**config.mk**
```make
export PLATFORM = sky130hd
export DESIGN_NAME = video_window_calc
export DESIGN_NICKNAME = d
export VERILOG_FILES = /design/src/rtl/video_window_calc.sv
export SDC_FILE = /design/constraint.sdc
export NUM_CORES = 1
export LEC_CHECK = 0
export CAP_MARGIN = 20
export CELL_PAD_IN_SITES_DETAIL_PLACEMENT = 2
export CELL_PAD_IN_SITES_GLOBAL_PLACEMENT = 2
export CORE_MARGIN = 3
export CORE_UTILIZATION = 43
export CTS_BUF_LIST = sky130_fd_sc_hd__clkbuf_2 sky130_fd_sc_hd__clkbuf_4 sky130_fd_sc_hd__clkbuf_8
export CTS_CLUSTER_DIAMETER = 60
export DETAILED_ROUTE_END_ITERATION = 16
export GPL_TIMING_DRIVEN = 1
export PLACE_DENSITY = 0.95
export SLEW_MARGIN = 0
export SYNTH_ARGS = -nofsm -noshare
export SYNTH_HDL_FRONTEND = slang
export SYNTH_SLANG_ARGS = --single-unit
```
**constraint.sdc**
```tcl
create_clock -name CLK_VIDEO -period 12.75 [get_ports CLK_VIDEO]
set_input_delay 2.55 -clock CLK_VIDEO [delete_from_list [all_inputs] [get_ports CLK_VIDEO]]
set_output_delay 2.55 -clock CLK_VIDEO [all_outputs]
set_load 0.01 [all_outputs]
```
**src/rtl/video_window_calc.sv**
```systemverilog
// rtl/video_window_calc.sv - centred display window from an aspect-ratio descriptor and the output resolution
// Results are staged by a serial multiply/divide datapath and committed only on an output VS rising edge.
module video_window_calc (
  input  logic        CLK_VIDEO,
  input  logic        RESET_N,
  input  logic        VS,
  input  logic [11:0] HDMI_WIDTH,
  input  logic [11:0] HDMI_HEIGHT,
  input  logic [12:0] ARX,
  input  logic [12:0] ARY,
  output logic        CALC_DONE,
  output logic        WIN_VALID,
  output logic [11:0] HMIN,
  output logic [11:0] HMAX,
  output logic [11:0] VMIN,
  output logic [11:0] VMAX
);

  typedef enum logic [2:0] {
    S_IDLE   = 3'd0,
    S_LOAD   = 3'd1,
    S_MUL1   = 3'd2,
    S_DIV1   = 3'd3,
    S_MUL2   = 3'd4,
    S_DIV2   = 3'd5,
    S_CENTER = 3'd6
  } state_t;

  state_t      r_state;
  state_t      w_next;

  logic        r_pending;
  logic [12:0] r_snap_arx;
  logic [12:0] r_snap_ary;
  logic [11:0] r_snap_w;
  logic [11:0] r_snap_h;
  logic [4:0]  r_cnt;
  logic [23:0] r_acc;
  logic [23:0] r_mcand;
  logic [11:0] r_mplier;
  logic [23:0] r_quo;
  logic [11:0] r_rem;
  logic [11:0] r_w;
  logic [11:0] r_h;
  logic [11:0] r_hmin_s;
  logic [11:0] r_hmax_s;
  logic [11:0] r_vmin_s;
  logic [11:0] r_vmax_s;
  logic        r_done;
  logic        r_new;
  logic        r_vs;
  logic        r_vs_d;
  logic        r_valid;
  logic [11:0] r_hmin;
  logic [11:0] r_hmax;
  logic [11:0] r_vmin;
  logic [11:0] r_vmax;

  logic        w_change;
  logic        w_abs;
  logic        w_full;
  logic [11:0] w_abs_w;
  logic [11:0] w_abs_h;
  logic [23:0] w_pp;
  logic [23:0] w_prod;
  logic [11:0] w_divisor;
  logic [12:0] w_shift;
  logic        w_ge;
  logic [11:0] w_rem_next;
  logic [23:0] w_quo_next;
  logic        w_last_mul;
  logic        w_last_div;
  logic        w_q_fits;
  logic [11:0] w_w_div1;
  logic [11:0] w_h_div2;
  logic [11:0] w_hmin;
  logic [11:0] w_vmin;
  logic        w_vs_rise;

  assign w_change = (ARX != r_snap_arx) || (ARY != r_snap_ary) ||
                    (HDMI_WIDTH != r_snap_w) || (HDMI_HEIGHT != r_snap_h);

  // Any bit12 switches both fields to absolute sizes; a zero field means full dimension.
  assign w_abs   = ARX[12] | ARY[12];
  assign w_full  = !w_abs && ((ARX[11:0] == 12'd0) || (ARY[11:0] == 12'd0));
  assign w_abs_w = ((ARX[11:0] == 12'd0) || (ARX[11:0] > HDMI_WIDTH))  ? HDMI_WIDTH  : ARX[11:0];
  assign w_abs_h = ((ARY[11:0] == 12'd0) || (ARY[11:0] > HDMI_HEIGHT)) ? HDMI_HEIGHT : ARY[11:0];

  assign w_pp       = r_mplier[0] ? r_mcand : 24'd0;
  assign w_prod     = r_acc + w_pp;
  assign w_divisor  = (r_state == S_DIV2) ? r_snap_arx[11:0] : r_snap_ary[11:0];
  assign w_shift    = {r_rem, r_quo[23]};
  assign w_ge       = (w_shift >= {1'b0, w_divisor});
  // When the trial subtract succeeds the remainder is below the divisor, so 12 bits suffice.
  assign w_rem_next = w_ge ? (w_shift[11:0] - w_divisor) : w_shift[11:0];
  assign w_quo_next = {r_quo[22:0], w_ge};
  assign w_last_mul = (r_cnt == 5'd11);
  assign w_last_div = (r_cnt == 5'd23);
  assign w_q_fits   = (w_quo_next <= {12'd0, r_snap_w});
  assign w_w_div1   = (w_quo_next == 24'd0) ? 12'd1 : w_quo_next[11:0];
  assign w_h_div2   = (w_quo_next > {12'd0, r_snap_h}) ? r_snap_h :
                      ((w_quo_next == 24'd0) ? 12'd1 : w_quo_next[11:0]);

  assign w_hmin = (r_snap_w - r_w) >> 1;
  assign w_vmin = (r_snap_h - r_h) >> 1;

  always_ff @(posedge CLK_VIDEO or negedge RESET_N) begin
    if (!RESET_N) begin
      r_state <= S_IDLE;
    end else begin
      r_state <= w_next;
    end
  end

  always_comb begin
    w_next = r_state;
    case (r_state)
      S_IDLE:   if (r_pending || w_change) w_next = S_LOAD;
      S_LOAD:   w_next = (w_full || w_abs) ? S_CENTER : S_MUL1;
      S_MUL1:   if (w_last_mul) w_next = S_DIV1;
      S_DIV1:   if (w_last_div) w_next = w_q_fits ? S_CENTER : S_MUL2;
      S_MUL2:   if (w_last_mul) w_next = S_DIV2;
      S_DIV2:   if (w_last_div) w_next = S_CENTER;
      S_CENTER: w_next = S_IDLE;
      default:  w_next = S_IDLE;
    endcase
  end

  always_ff @(posedge CLK_VIDEO or negedge RESET_N) begin
    if (!RESET_N) begin
      r_pending  <= 1'b1;
      r_snap_arx <= 13'd0;
      r_snap_ary <= 13'd0;
      r_snap_w   <= 12'd0;
      r_snap_h   <= 12'd0;
      r_cnt      <= 5'd0;
      r_acc      <= 24'd0;
      r_mcand    <= 24'd0;
      r_mplier   <= 12'd0;
      r_quo      <= 24'd0;
      r_rem      <= 12'd0;
      r_w        <= 12'd0;
      r_h        <= 12'd0;
      r_hmin_s   <= 12'd0;
      r_hmax_s   <= 12'd0;
      r_vmin_s   <= 12'd0;
      r_vmax_s   <= 12'd0;
      r_done     <= 1'b0;
    end else begin
      r_done <= (r_state == S_CENTER);
      case (r_state)
        S_IDLE: begin
          if (r_pending || w_change) r_pending <= 1'b0;
        end
        S_LOAD: begin
          r_snap_arx <= ARX;
          r_snap_ary <= ARY;
          r_snap_w   <= HDMI_WIDTH;
          r_snap_h   <= HDMI_HEIGHT;
          r_cnt      <= 5'd0;
          r_acc      <= 24'd0;
          r_mcand    <= {12'd0, HDMI_HEIGHT};
          r_mplier   <= ARX[11:0];
          if (w_full) begin
            r_w <= HDMI_WIDTH;
            r_h <= HDMI_HEIGHT;
          end else if (w_abs) begin
            r_w <= w_abs_w;
            r_h <= w_abs_h;
          end
        end
        S_MUL1, S_MUL2: begin
          r_mcand  <= r_mcand << 1;
          r_mplier <= r_mplier >> 1;
          if (w_last_mul) begin
            r_quo <= w_prod;
            r_rem <= 12'd0;
            r_cnt <= 5'd0;
          end else begin
            r_acc <= w_prod;
            r_cnt <= r_cnt + 5'd1;
          end
        end
        S_DIV1, S_DIV2: begin
          r_quo <= w_quo_next;
          r_rem <= w_rem_next;
          r_cnt <= w_last_div ? 5'd0 : r_cnt + 5'd1;
          if (w_last_div) begin
            if (r_state == S_DIV2) begin
              r_w <= r_snap_w;
              r_h <= w_h_div2;
            end else if (w_q_fits) begin
              r_w <= w_w_div1;
              r_h <= r_snap_h;
            end else begin
              // Too wide for the screen: solve for height from the full width instead.
              r_acc    <= 24'd0;
              r_mcand  <= {12'd0, r_snap_w};
              r_mplier <= r_snap_ary[11:0];
            end
          end
        end
        S_CENTER: begin
          r_hmin_s <= w_hmin;
          r_hmax_s <= w_hmin + r_w - 12'd1;
          r_vmin_s <= w_vmin;
          r_vmax_s <= w_vmin + r_h - 12'd1;
        end
        default: ;
      endcase
    end
  end

  assign w_vs_rise = r_vs & ~r_vs_d;

  // r_new rises only after the CALC_DONE cycle, so a coincident VS edge leaves the result waiting.
  always_ff @(posedge CLK_VIDEO or negedge RESET_N) begin
    if (!RESET_N) begin
      r_vs    <= 1'b0;
      r_vs_d  <= 1'b0;
      r_new   <= 1'b0;
      r_valid <= 1'b0;
      r_hmin  <= 12'd0;
      r_hmax  <= 12'd0;
      r_vmin  <= 12'd0;
      r_vmax  <= 12'd0;
    end else begin
      r_vs   <= VS;
      r_vs_d <= r_vs;
      if (w_vs_rise && r_new) begin
        r_hmin  <= r_hmin_s;
        r_hmax  <= r_hmax_s;
        r_vmin  <= r_vmin_s;
        r_vmax  <= r_vmax_s;
        r_valid <= 1'b1;
      end
      if (r_done) begin
        r_new <= 1'b1;
      end else if (w_vs_rise && r_new) begin
        r_new <= 1'b0;
      end
    end
  end

  assign CALC_DONE = r_done;
  assign WIN_VALID = r_valid;
  assign HMIN      = r_hmin;
  assign HMAX      = r_hmax;
  assign VMIN      = r_vmin;
  assign VMAX      = r_vmax;

endmodule

```
Yosys cells after proc, flatten, opt, wreduce, memory -nomap -nowiden
Index checks and enable logic that the tools add are counted.

Flip-flop bits (word level): 276. Input port bits: 53. Output and inout bits: 50.

Reductions and logical operators: 27. Bitwise operators: 3. $lt $le $gt $ge: 5. Equality and inequality tests: 24. $add $sub $neg: 9. Multiplexer cells: 49.

Operator list (count): 2-to-1 mux 12 bit (20); 2-to-1 mux 24 bit (9); one-hot mux 24 bit (3 select lines) (2); one-hot mux 12 bit (2 select lines) (3); one-hot mux 24 bit (2 select lines) (1); one-hot mux 12 bit (3 select lines) (1); subtractor 12 bit (3); inequality test 13 bit (2); adder 11 x 12 -> 12 bit (2); adder 24 bit (1); > comparator 12 bit (2); > comparator 24 x 12 -> 1 bit (1); <= comparator 24 x 12 -> 1 bit (1); zero test 12 bit (2); zero test 24 bit (1); inequality test 12 bit (2); subtractor 12 x 1 -> 12 bit (second input constant) (2); inequality test 2 bit (second input constant) (10); 2-to-1 mux 3 bit (6); one-hot mux 3 bit (6 select lines) (1); one-hot mux 5 bit (3 select lines) (1); greater-or-equal comparator 13 x 12 -> 1 bit (1); 2-to-1 mux 5 bit (2); AND reduction 5 bit (2); 21 further kinds (39).

Logic depth before layout (Yosys ltp)
Gate-level depths: netlist of run 1.

Word-level depth: 9. Mapped depth: 28. Gate-level depth less buffers: 23.

Worst setup path before layout of run 1
No wires, ideal clock.

Path type: reg-to-reg. From: reg r_state[2]. To: reg r_acc[15]. Path buffers: 7. Data arrival time: 4729 ps. Stages on the path, launching flop included: 26. Setup slack: 7900 ps. Data required time: 12629 ps. Setup time: 121 ps. Cell sequence: dfrtp_1 > buf_2 > buf_2 > nand3_1 > buf_1 > mux2i_1 > ha_1 > or2_1 > a21oi_1 > a21oi_2 > a221oi_2 > a2111o_1 > nand2_2 > buf_6 > inv_1 > ha_1 > nand4_1 > nor3_1 > a21o_1 > a31o_1 > a41o_1 > buf_6 > nand2b_4 > buf_6 > buf_6 > a22o_1.

Cells in the longest elaborated chain, start to end: 6. Elaborated cells on any way between the ends: 17. Those cells by class: order compare: 2; eq/ne: 9; mux: 2; reduce/logical: 4.

RTL lines: start, declared (RTL line 29) `state_t r_state;`; start signal, assigned (RTL line 111) `r_state <= w_next;`; equality test 3 bit (RTL line 91, 151, 189); 2-to-1 mux 12 bit (RTL line 91) `assign w_divisor = (r_state == S_DIV2) ? r_snap_arx[11:0] : r_snap_ary[11:0];`; greater-or-equal comparator 13 x 12 -> 1 bit (RTL line 93) `assign w_ge = (w_shift >= {1'b0, w_divisor});`; <= comparator 24 x 12 -> 1 bit (RTL line 99) `assign w_q_fits = (w_quo_next <= {12'd0, r_snap_w});`; inequality test 2 bit (no source line); AND reduction 5 bit (no source line); end signal, assigned (RTL line 180) `r_acc <= w_prod;`; end, declared (RTL line 38) `logic [23:0] r_acc;`.

Several ways; a longest one is shown, not always the timed one. A chain may end at the register's enable or synchronous reset.

Final worst setup path of run 1
From: reg r_state[1]. To: reg r_acc[5].

Same word-level chain as after synthesis.

==> run metrics, run 1 <==
status=finished, final reports clean; post-synth top area share=39.17%; DRC violations left=0; Worst EP required=13.34 ns; fin. max-slew vios=0; Synth cell types=74; final setup vio count=0; CTS root buf=clkbuf_8; crit end category=flip-flop; CTS tree=done; most numerous cell in the Yosys netlist=dfrtp_1; die height=208.1 um; Post-synth EDFFs=0; synth top area cells=dfrtp_1, ha_1, mux2_2; initial detailed-routing violation count=1,446; worst slew pin tran=1.069 ns; Cells after Synth=1,840; Placed Area=0.01904 mm^2; starting density of the core=43.92%; clk sinks=276; antenna violations before repair=5; #FFs+latches synth=276; Cell Area, Synth=0.01757 mm^2; I/O Pins=103; crit path max fanout=37; busiest metal layer after global routing=met2; Via density=6.593; critical path buffer and inverter count=4; Max Fclk=0.1322 GHz; global-route usage over all layers=37.53%; Syn Area/Cell=9.549 um^2; Pre-Repair DR Iteration Count=7; site row count=73; Die Wd=208.1 um; register area share after synthesis=39.32%; CTS Hold Buffers Added=0; FFs w/ async S/R, synth=100.0%; remaining antenna violation count=0; Worst Skew=0.05771 ns; CORE AREA=0.04001 mm^2; most used cell, CP=inv_1; Area growth, synth to finish=15.17%; routed wire length=83,720 um; Slowest cell on crit path=dfrtp_1; Synth warnings=0; design area=0.02023 mm^2; type of the worst setup path=flip-flop to flip-flop; Final Net Count=2,141; final hold viol count=0; unrepaired setup endpoints after global routing=no; total of max-cap violations=0; Clock transition at path regs=0.07 ns; Critical path origin=r_state[1]$_DFFE_PN0P_; CTS Buf Count=53; Clock Path Buffers=3; Hold Crit Class=flip-flop to flip-flop; placer congestion estimate=0.9145; Crit path depth=22; Setup Buffers After CTS=0; critical path's top delay family=simple AND/OR/NAND/NOR gates; worst min-delay path startpoint=r_vs$_DFF_PN0_; Final min period=7.562 ns; largest net degree at the start of global routing=127; largest area contributor in the netlist=dfrtp_1; later-pin clock latency in the skew report=0.69 ns; crit-path cells=inv_1 -> nand3_1 -> nand2_1 -> nand2_1 -> inv_1 -> ha_1 -> nor2b_1 -> o31ai_2 -> a21oi_2 -> a221oi_2 -> a2111o_1 -> nand2_2 -> inv_1 -> ha_1 -> nand4_1 -> nor3_1 -> a21o_1 -> a31o_1 -> a41o_1 -> buf_4 -> nand2b_4 -> a22o_1; Synth top cells by count=dfrtp_1, nand2_1, inv_1; share of post-route cells with drive strength above 1=11.30%; met1 usage=42.55%; Worst EP arrival=8.15 ns; Worst R2R Path Depth=22; WL/cell=33.44 um; PostCTS Resize Cnt=0; Largest stage delay, worst path=0.78 ns; GR Util met3=8.052%; met2 Usage GRT=65.05%; CTS HTree Levels=2; vias in the first global route=18.77k; hold depth=0; Worst setup SP type=flip-flop; relative slew slack=28.71%; setup ws final=5.188 ns; global-route wire length before repair=124,800 um; origin of the critical flop-to-flop path=r_state[1]$_DFFE_PN0P_; fin crit share=59.31%; Main synth FF type=dfrtp_1; setup TNS=0 ns; worst slack at placement=5.806 ns; post-detail-place hpwl=49,780 um; I/O Buffers=100; vias=16.51k; Overflow after GRT=0; Die Area=0.04332 mm^2
cell type report:
| cell class | instances | area, um^2 |
|---|---|---|
| Fill cell | 4122 | 19770 |
| Multi-Input combinational cell | 1338 | 9783 |
| Sequential cell | 276 | 6908 |
| Timing Repair Buffer | 120 | 1207 |
| Clock buffer | 83 | 1030 |
| Tap cell | 525 | 656.9 |
| Inverter | 147 | 551.8 |
| Clock inverter | 10 | 85.08 |
| Antenna cell | 5 | 12.51 |
cells in the final DEF, fill, tap and decap left out, types with 10 or more instances in the layout:
master	count
a21o_1	32
a21oi_1	112
a22o_1	49
a22oi_1	20
a31oi_1	13
and2_1	24
and3_1	16
buf_4	16
clkbuf_4	18
clkbuf_8	65
clkdlybuf4s50_1	99
dfrtp_1	275
ha_1	146
inv_1	147
mux2_2	85
mux2i_1	76
nand2_1	191
nand2b_1	10
nand3_1	24
nand4_1	24
nor2_1	66
nor3_1	31
nor4_1	21
o211ai_1	10
o21ai_0	144
o21ai_1	11
xnor2_1	71
xor2_1	51
sequential cells by signal, indices dropped and copies added, names as in the netlist, 3 cells and up:
register / count
r_h: 12
r_mplier: 12
r_mcand: 24
r_vmax_s: 12
r_cnt: 5
r_hmin_s: 11
r_state: 3
r_snap_h: 12
r_quo: 24
VMIN: 11
r_vmin_s: 11
r_hmax_s: 12
r_w: 12
r_rem: 12
r_snap_w: 12
r_snap_ary: 13
HMIN: 11
VMAX: 12
r_acc: 24
r_snap_arx: 13
HMAX: 12
worst register-to-register path: stages (launching register included):
cell	delay (ns)
dfrtp_1	0.78
inv_1	0.26
nand3_1	0.74
nand2_1	0.19
nand2_1	0.18
inv_1	0.08
ha_1	0.31
nor2b_1	0.31
o31ai_2	0.14
a21oi_2	0.21
a221oi_2	0.13
a2111o_1	0.44
nand2_2	0.39
inv_1	0.22
ha_1	0.33
nand4_1	0.13
nor3_1	0.24
a21o_1	0.14
a31o_1	0.21
a41o_1	0.74
buf_4	0.54
nand2b_4	0.47
a22o_1	0.31
metrics by stage:
step / instances / hold slack, ns / utilization [%]
2_1_floorplan: 1841 / 0.3749 / -
3_3_place_gp: 2402 / 0.3979 / 47.56
3_5_place_dp: 2403 / 0.4104 / 47.59
4_1_cts: 2496 / 0.4360 / 50.38
5_1_grt: 2503 / 0.4444 / 50.57
6_report: 2504 / 0.4299 / 50.58
routing by layer:
layer / wire length, um / up-vias
met3: 6248 / 433
met4: 5976 / 2
met1: 30430 / 8404
met2: 41050 / 974
li1: - / 6695
met5: 16 / -
cells by family after synthesis:
logic type | after synthesis | share of synthesized area [%]
buf+inv | 227 | 5.284
simple gates | 440 | 11.82
xor+xnor | 123 | 6.132
fa+ha+maj | 152 | 11.08
mux | 162 | 9.842
flops | 276 | 39.32
other cells | 1 | 0.02134
compound gates | 459 | 16.50
final timing paths:
check	slack, ns	to
setup / recovery	5.19	r_acc[5]$_DFFE_PN0P_
hold / removal	0.43	r_vs_d$_DFF_PN0_
setup reg to reg	5.19	r_acc[5]$_DFFE_PN0P_
hold reg to reg	0.43	r_vs_d$_DFF_PN0_
max in group asynchronous	9.32	r_state[0]$_DFFE_PN0P_
min in group asynchronous	1.97	r_hmax_s[10]$_DFFE_PN0P_
Power of run 1 is left out: the tool's default activity adds up to more than one toggle a clock period on the data nets, which glitch-free logic cannot reach.
==> run 2: changes to the inputs <==
Settings changed: CORE_UTILIZATION 43 to 36, PLACE_DENSITY 0.95 to 0.9.
Clock period 12.75 ns to 6.2 ns, I/O delays scaled along.
==> run 2 against run 1 <==
Critical path depth unchanged. Core utilization fell by 7.9 points. Setup slack got worse by 4.7 ns. First-iteration DRC count is 37% lower. Fmax up 32%. Via count is 7.6% lower. Global-route usage is 11 points lower. Worst hold slack worse by 0.0072 ns. Flip-flop and latch count stayed put. Sequential share of layout area is 0.35 points lower. Final cell count grew 3.8%. Clock skew shrank 0.018 ns. Critical endpoint is now r_acc[23]$_DFFE_PN0P_. Largest cell class unchanged.
==> run metrics, run 2 (synthesis gave the netlist of run 1 again) <==
status=finished, final reports clean; Final Net Count=2,143 (+0.093%); CTS Buf Count=52 (-1.9%); most common cell after layout, fill and taps aside=dfrtp_1; fin. max-slew vios=0 (unchanged); antenna violations before repair=3 (-2); unrepaired setup endpoints after global routing=no; Via density=5.872 (-11%); largest net degree at the start of global routing=158 (+24%); vias in the first global route=17.37k (-7.5%); global-route wire length before repair=103,500 um (-17%); I/O Buffers=100 (unchanged); worst slack at placement=0.6341 ns (-5.172 ns); Area growth, synth to finish=16.37%; final setup vio count=0 (unchanged); Pre-Repair DR Iteration Count=5 (-2); busiest metal layer after global routing=met2; Max Fclk=0.1745 GHz (+32%); WHS=0.4227 ns (-0.007202 ns); global-route usage over all layers=26.19% (-11 points); Clock transition at path regs=0.06 ns (about the same); Clock Path Buffers=3 (unchanged); CTS HTree Levels=2 (unchanged); Worst setup SP type=flip-flop; vias=15.26k (-7.6%); worst slew pin tran=1.058 ns (-0.01099 ns); Worst EP required=6.72 ns (-6.62 ns); post-detail-place hpwl=47,700 um (-4.2%); met1 usage=31.24% (-11 points); Die Area=0.05149 mm^2 (+19%); CORE AREA=0.04795 mm^2 (+20%); share of post-route cells with drive strength above 1=11.57% (+0.27 points); CTS tree=done; WL/cell=25.98 um (-22%); Die Wd=226.9 um (+9.0%); placer congestion estimate=0.9174 (+0.32%); CTS Hold Buffers Added=0 (unchanged); design area=0.02045 mm^2 (+1.0%); I/O Pins=103 (unchanged); remaining antenna violation count=0 (unchanged); CTS root buf=clkbuf_8; Overflow after GRT=0 (unchanged); commonest cells after routing, fill and taps aside=dfrtp_1, nand2_1, inv_1; setup TNS=0 ns (unchanged); setup ws final=0.4687 ns (-4.720 ns); total of max-cap violations=0 (unchanged); starting density of the core=36.64% (-7.3 points); final hold viol count=0 (unchanged); site row count=80 (+9.6%); DRC violations left=0 (unchanged); type of the worst setup path=flip-flop to flip-flop; routed wire length=67,510 um (-19%); biggest regs=r_acc (24), r_mcand (24), r_quo (24); crit end category=flip-flop; die height=226.9 um (+9.0%); clk sinks=276 (unchanged); met2 Usage GRT=45.77% (-19 points); later-pin clock latency in the skew report=0.67 ns (-0.02 ns); Hold Crit Class=flip-flop to flip-flop; Worst EP arrival=6.25 ns (-1.90 ns); fin crit share=92.44% (+33 points); crit path max fanout=24 (-35%); Placed Area=0.01920 mm^2 (+0.81%); fillcell total=5,044 (+22%); initial detailed-routing violation count=916 (-37%); Final min period=5.731 ns (-1.830 ns); Worst Skew=0.03933 ns (-0.01839 ns); GR Util met3=4.596% (-3.5 points); relative slew slack=29.18% (+0.47 points)
## run 2: cell type report
cell class	count	area (um^2)	area share, %
sequential	276	6908	33.79
inverter	147	551.8	2.699
clock inverter	14	153.9	0.7527
antenna	3	7.507	0.03672
multi-input combinational	1338	9783	47.85
tap	615	769.5	3.764
clock buffer	82	1060	5.183
timing repair buffer	123	1212	5.930
## run 2: worst max-delay path, cell delays in order, from the launching register on
cell and delay (ns):
dfrtp_1 0.73, inv_1 0.20, nand3_1 0.11, buf_4 0.28, nand2_1 0.08, nand2_1 0.14
inv_1 0.07, ha_1 0.30, nor2b_1 0.18, o31ai_2 0.33, a21oi_2 0.12, a221oi_2 0.42
a2111o_1 0.26, nand2_2 0.28, inv_1 0.26, ha_1 0.27, nand4_1 0.09, nor3_1 0.05
a21o_1 0.15, a31o_1 0.23, a41o_1 0.27, nand2b_4 0.31, a221o_1 0.45
## run 2: stage by stage
step,instances,util [%]
final,2598,42.64
after global routing,2598,42.64
after CTS,2594,42.57
after detailed placement,2498,40.04
after global placement,2498,40.04
after floorplan,1841,-
## run 2: timing repair
| item | in CTS | in global routing |
|---|---|---|
| gates resized for setup | 0 | 1 |
| setup endpoints to repair | 0 | 4 |
| setup buffers | 0 | 0 |
## run 2: layer usage
metal  part of all wire, %  wire length (um)
met1                    40             27010
met2                    50             33700
met3                   5.2              3516
met4                   4.8              3274
met5                     0                 0
## run 2: final timing paths
kind / from / end / slack [ns] / depth (start not counted)
hold reg to reg: r_vs$_DFF_PN0_ / r_vs_d$_DFF_PN0_ / 0.42 / 0
hold / removal: r_vs$_DFF_PN0_ / r_vs_d$_DFF_PN0_ / 0.42 / 0
setup reg to reg: r_state[1]$_DFFE_PN0P_ / r_acc[23]$_DFFE_PN0P_ / 0.47 / 22
max in group asynchronous: RESET_N / r_rem[7]$_DFFE_PN0P_ / 4.35 / 2
setup / recovery: r_state[1]$_DFFE_PN0P_ / r_acc[23]$_DFFE_PN0P_ / 0.47 / 22
min in group asynchronous: RESET_N / r_hmax_s[11]$_DFFE_PN0P_ / 0.47 / 1
Power of run 2 is left out for the same reason.
==> run 3: changes to the inputs <==
Settings changed: CTS_CLUSTER_DIAMETER 60 to 100.
==> run 3 against run 2 <==
Critical path depth increased by 1. Non-clock buffer count unchanged. Die area unchanged. Core utilization decreased by 0.12 points. Register-to-register slack about the same.
==> run metrics, run 3 (synthesis gave the netlist of run 1 again) <==
site row count=80 (unchanged); starting density of the core=36.64% (unchanged); CTS HTree Levels=2 (unchanged); biggest regs=r_acc (24), r_mcand (24), r_quo (24); Overflow after GRT=0 (unchanged); later-pin clock latency in the skew report=0.68 ns (about the same); GR Util met3=4.350% (-0.25 points); Clock transition at path regs=0.06 ns (about the same); Die Wd=226.9 um (unchanged); PostCTS Resize Cnt=0 (unchanged); Worst setup SP type=flip-flop; I/O Buffers=100 (unchanged); hold depth=0 (unchanged); crit end category=flip-flop; placer congestion estimate=0.9174 (unchanged); routed wire length=67,260 um (-0.37%); status=finished, final reports clean; Max Fclk=0.1745 GHz (about the same); Worst R2R Path Depth=23 (+4.5%); CTS Hold Buffers Added=0 (unchanged); Worst Skew=0.06458 ns (+0.02525 ns); WL/cell=25.92 um (-0.25%); antenna violations before repair=2 (-1); Final min period=5.729 ns (-0.002135 ns); Largest stage delay, worst path=0.74 ns (about the same); global-route wire length before repair=103,500 um (about the same); Worst EP required=6.69 ns (-0.03 ns); initial detailed-routing violation count=837 (-8.6%); met1 usage=31.50% (+0.27 points); CTS tree=done; CTS root buf=clkbuf_8; clk sinks=276 (unchanged); crit path max fanout=60 (+150%); die height=226.9 um (unchanged); remaining antenna violation count=0 (unchanged); setup TNS=0 ns (unchanged); Setup Buffers After CTS=0 (unchanged); most common cell after layout, fill and taps aside=dfrtp_1; vias in the first global route=17.25k (-0.73%); commonest cells after routing, fill and taps aside=dfrtp_1, nand2_1, inv_1; total of max-cap violations=0 (unchanged); CTS Buf Count=51 (-1.9%); final hold viol count=0 (unchanged); Die Area=0.05149 mm^2 (unchanged); Via density=5.820 (-0.88%); crit-path cells=inv_1 -> nand3_1 -> buf_4 -> nand2_1 -> nand2_1 -> inv_1 -> ha_1 -> nor2b_1 -> o31ai_2 -> a21oi_2 -> a221oi_2 -> a2111o_1 -> nand2_2 -> inv_1 -> ha_1 -> nor2b_1 -> o211ai_1 -> a21oi_1 -> nor2_1 -> a31o_1 -> a41o_1 -> buf_4 -> o21ai_0; busiest metal layer after global routing=met2; fin. max-slew vios=0 (unchanged); met2 Usage GRT=46.52% (+0.75 points); post-detail-place hpwl=47,700 um (unchanged); Clock Path Buffers=3 (unchanged); fillcell total=5,081 (+0.73%); Worst EP arrival=6.21 ns (-0.04 ns); Slowest cell on crit path=dfrtp_1; Pre-Repair DR Iteration Count=5 (unchanged); relative slew slack=29.32% (+0.14 points); largest net degree at the start of global routing=158 (unchanged); vias=15.10k (-1.0%); CORE AREA=0.04795 mm^2 (unchanged); unrepaired setup endpoints after global routing=no; global-route usage over all layers=26.17% (about the same); Final Net Count=2,142 (-0.047%); Area growth, synth to finish=16.04%; worst slew pin tran=1.060 ns (+0.001803 ns); type of the worst setup path=flip-flop to flip-flop; I/O Pins=103 (unchanged); DRC violations left=0 (unchanged); final setup vio count=0 (unchanged); fin crit share=92.41% (about the same); share of post-route cells with drive strength above 1=11.48% (-0.089 points); Hold Crit Class=flip-flop to flip-flop; most used cell, CP=inv_1
[run 3: per-layer routing]
| layer | up-vias | wire length [um] |
|---|---|---|
| li1 | 6696 | - |
| met1 | 7824 | 27380 |
| met2 | 435 | 33930 |
| met3 | 148 | 3274 |
| met4 | 0 | 2675 |
| met5 | - | 0 |
[run 3: layout make-up]
type,count,area [um^2],share of cell area (%)
diodes,2,5.005,0.02455
clock buffers,81,1059,5.192
clock inverters,13,103.9,0.5094
inverters,147,551.8,2.706
multi-input cells,1338,9783,47.98
flip-flops and latches,276,6908,33.88
well taps,615,769.5,3.774
repair buffers,123,1209,5.928
[run 3: path summary, 6_finish.rpt]
path	startpoint	endpoint	slack, ns
min in group asynchronous	RESET_N	r_hmax_s[11]$_DFFE_PN0P_	0.47
min reg2reg	r_vs$_DFF_PN0_	r_vs_d$_DFF_PN0_	0.43
min	r_vs$_DFF_PN0_	r_vs_d$_DFF_PN0_	0.43
max	r_state[1]$_DFFE_PN0P_	r_mplier[8]$_DFFE_PN0P_	0.47
max in group asynchronous	RESET_N	r_rem[7]$_DFFE_PN0P_	4.31
max reg2reg	r_state[1]$_DFFE_PN0P_	r_mplier[8]$_DFFE_PN0P_	0.47
[run 3: critical path, delay by kind of cell (launching register included)]
kind            cells  cell delay (ns)
compound gates      9             2.02
buf+inv             5             1.32
simple gates        7             0.92
flops               1             0.74
fa+ha+maj           2             0.47
[run 3: metrics by stage]
step / hold WS [ns] / setup slack (ns) / util [%] / std cells / instance area (um^2)
5_1_grt: 0.4434 / 0.03770 / 42.52 / 2595 / 20390
3_3_place_gp: 0.3938 / 0.9216 / 40.04 / 2498 / 19200
2_1_floorplan: 0.3749 / 1.350 / - / 1841 / 17570
4_1_cts: 0.4180 / 0.5287 / 42.46 / 2592 / 20360
3_5_place_dp: 0.4085 / 0.6341 / 40.04 / 2498 / 19200
6_report: 0.4255 / 0.4708 / 42.52 / 2595 / 20390
Power of run 3 is left out for the same reason.
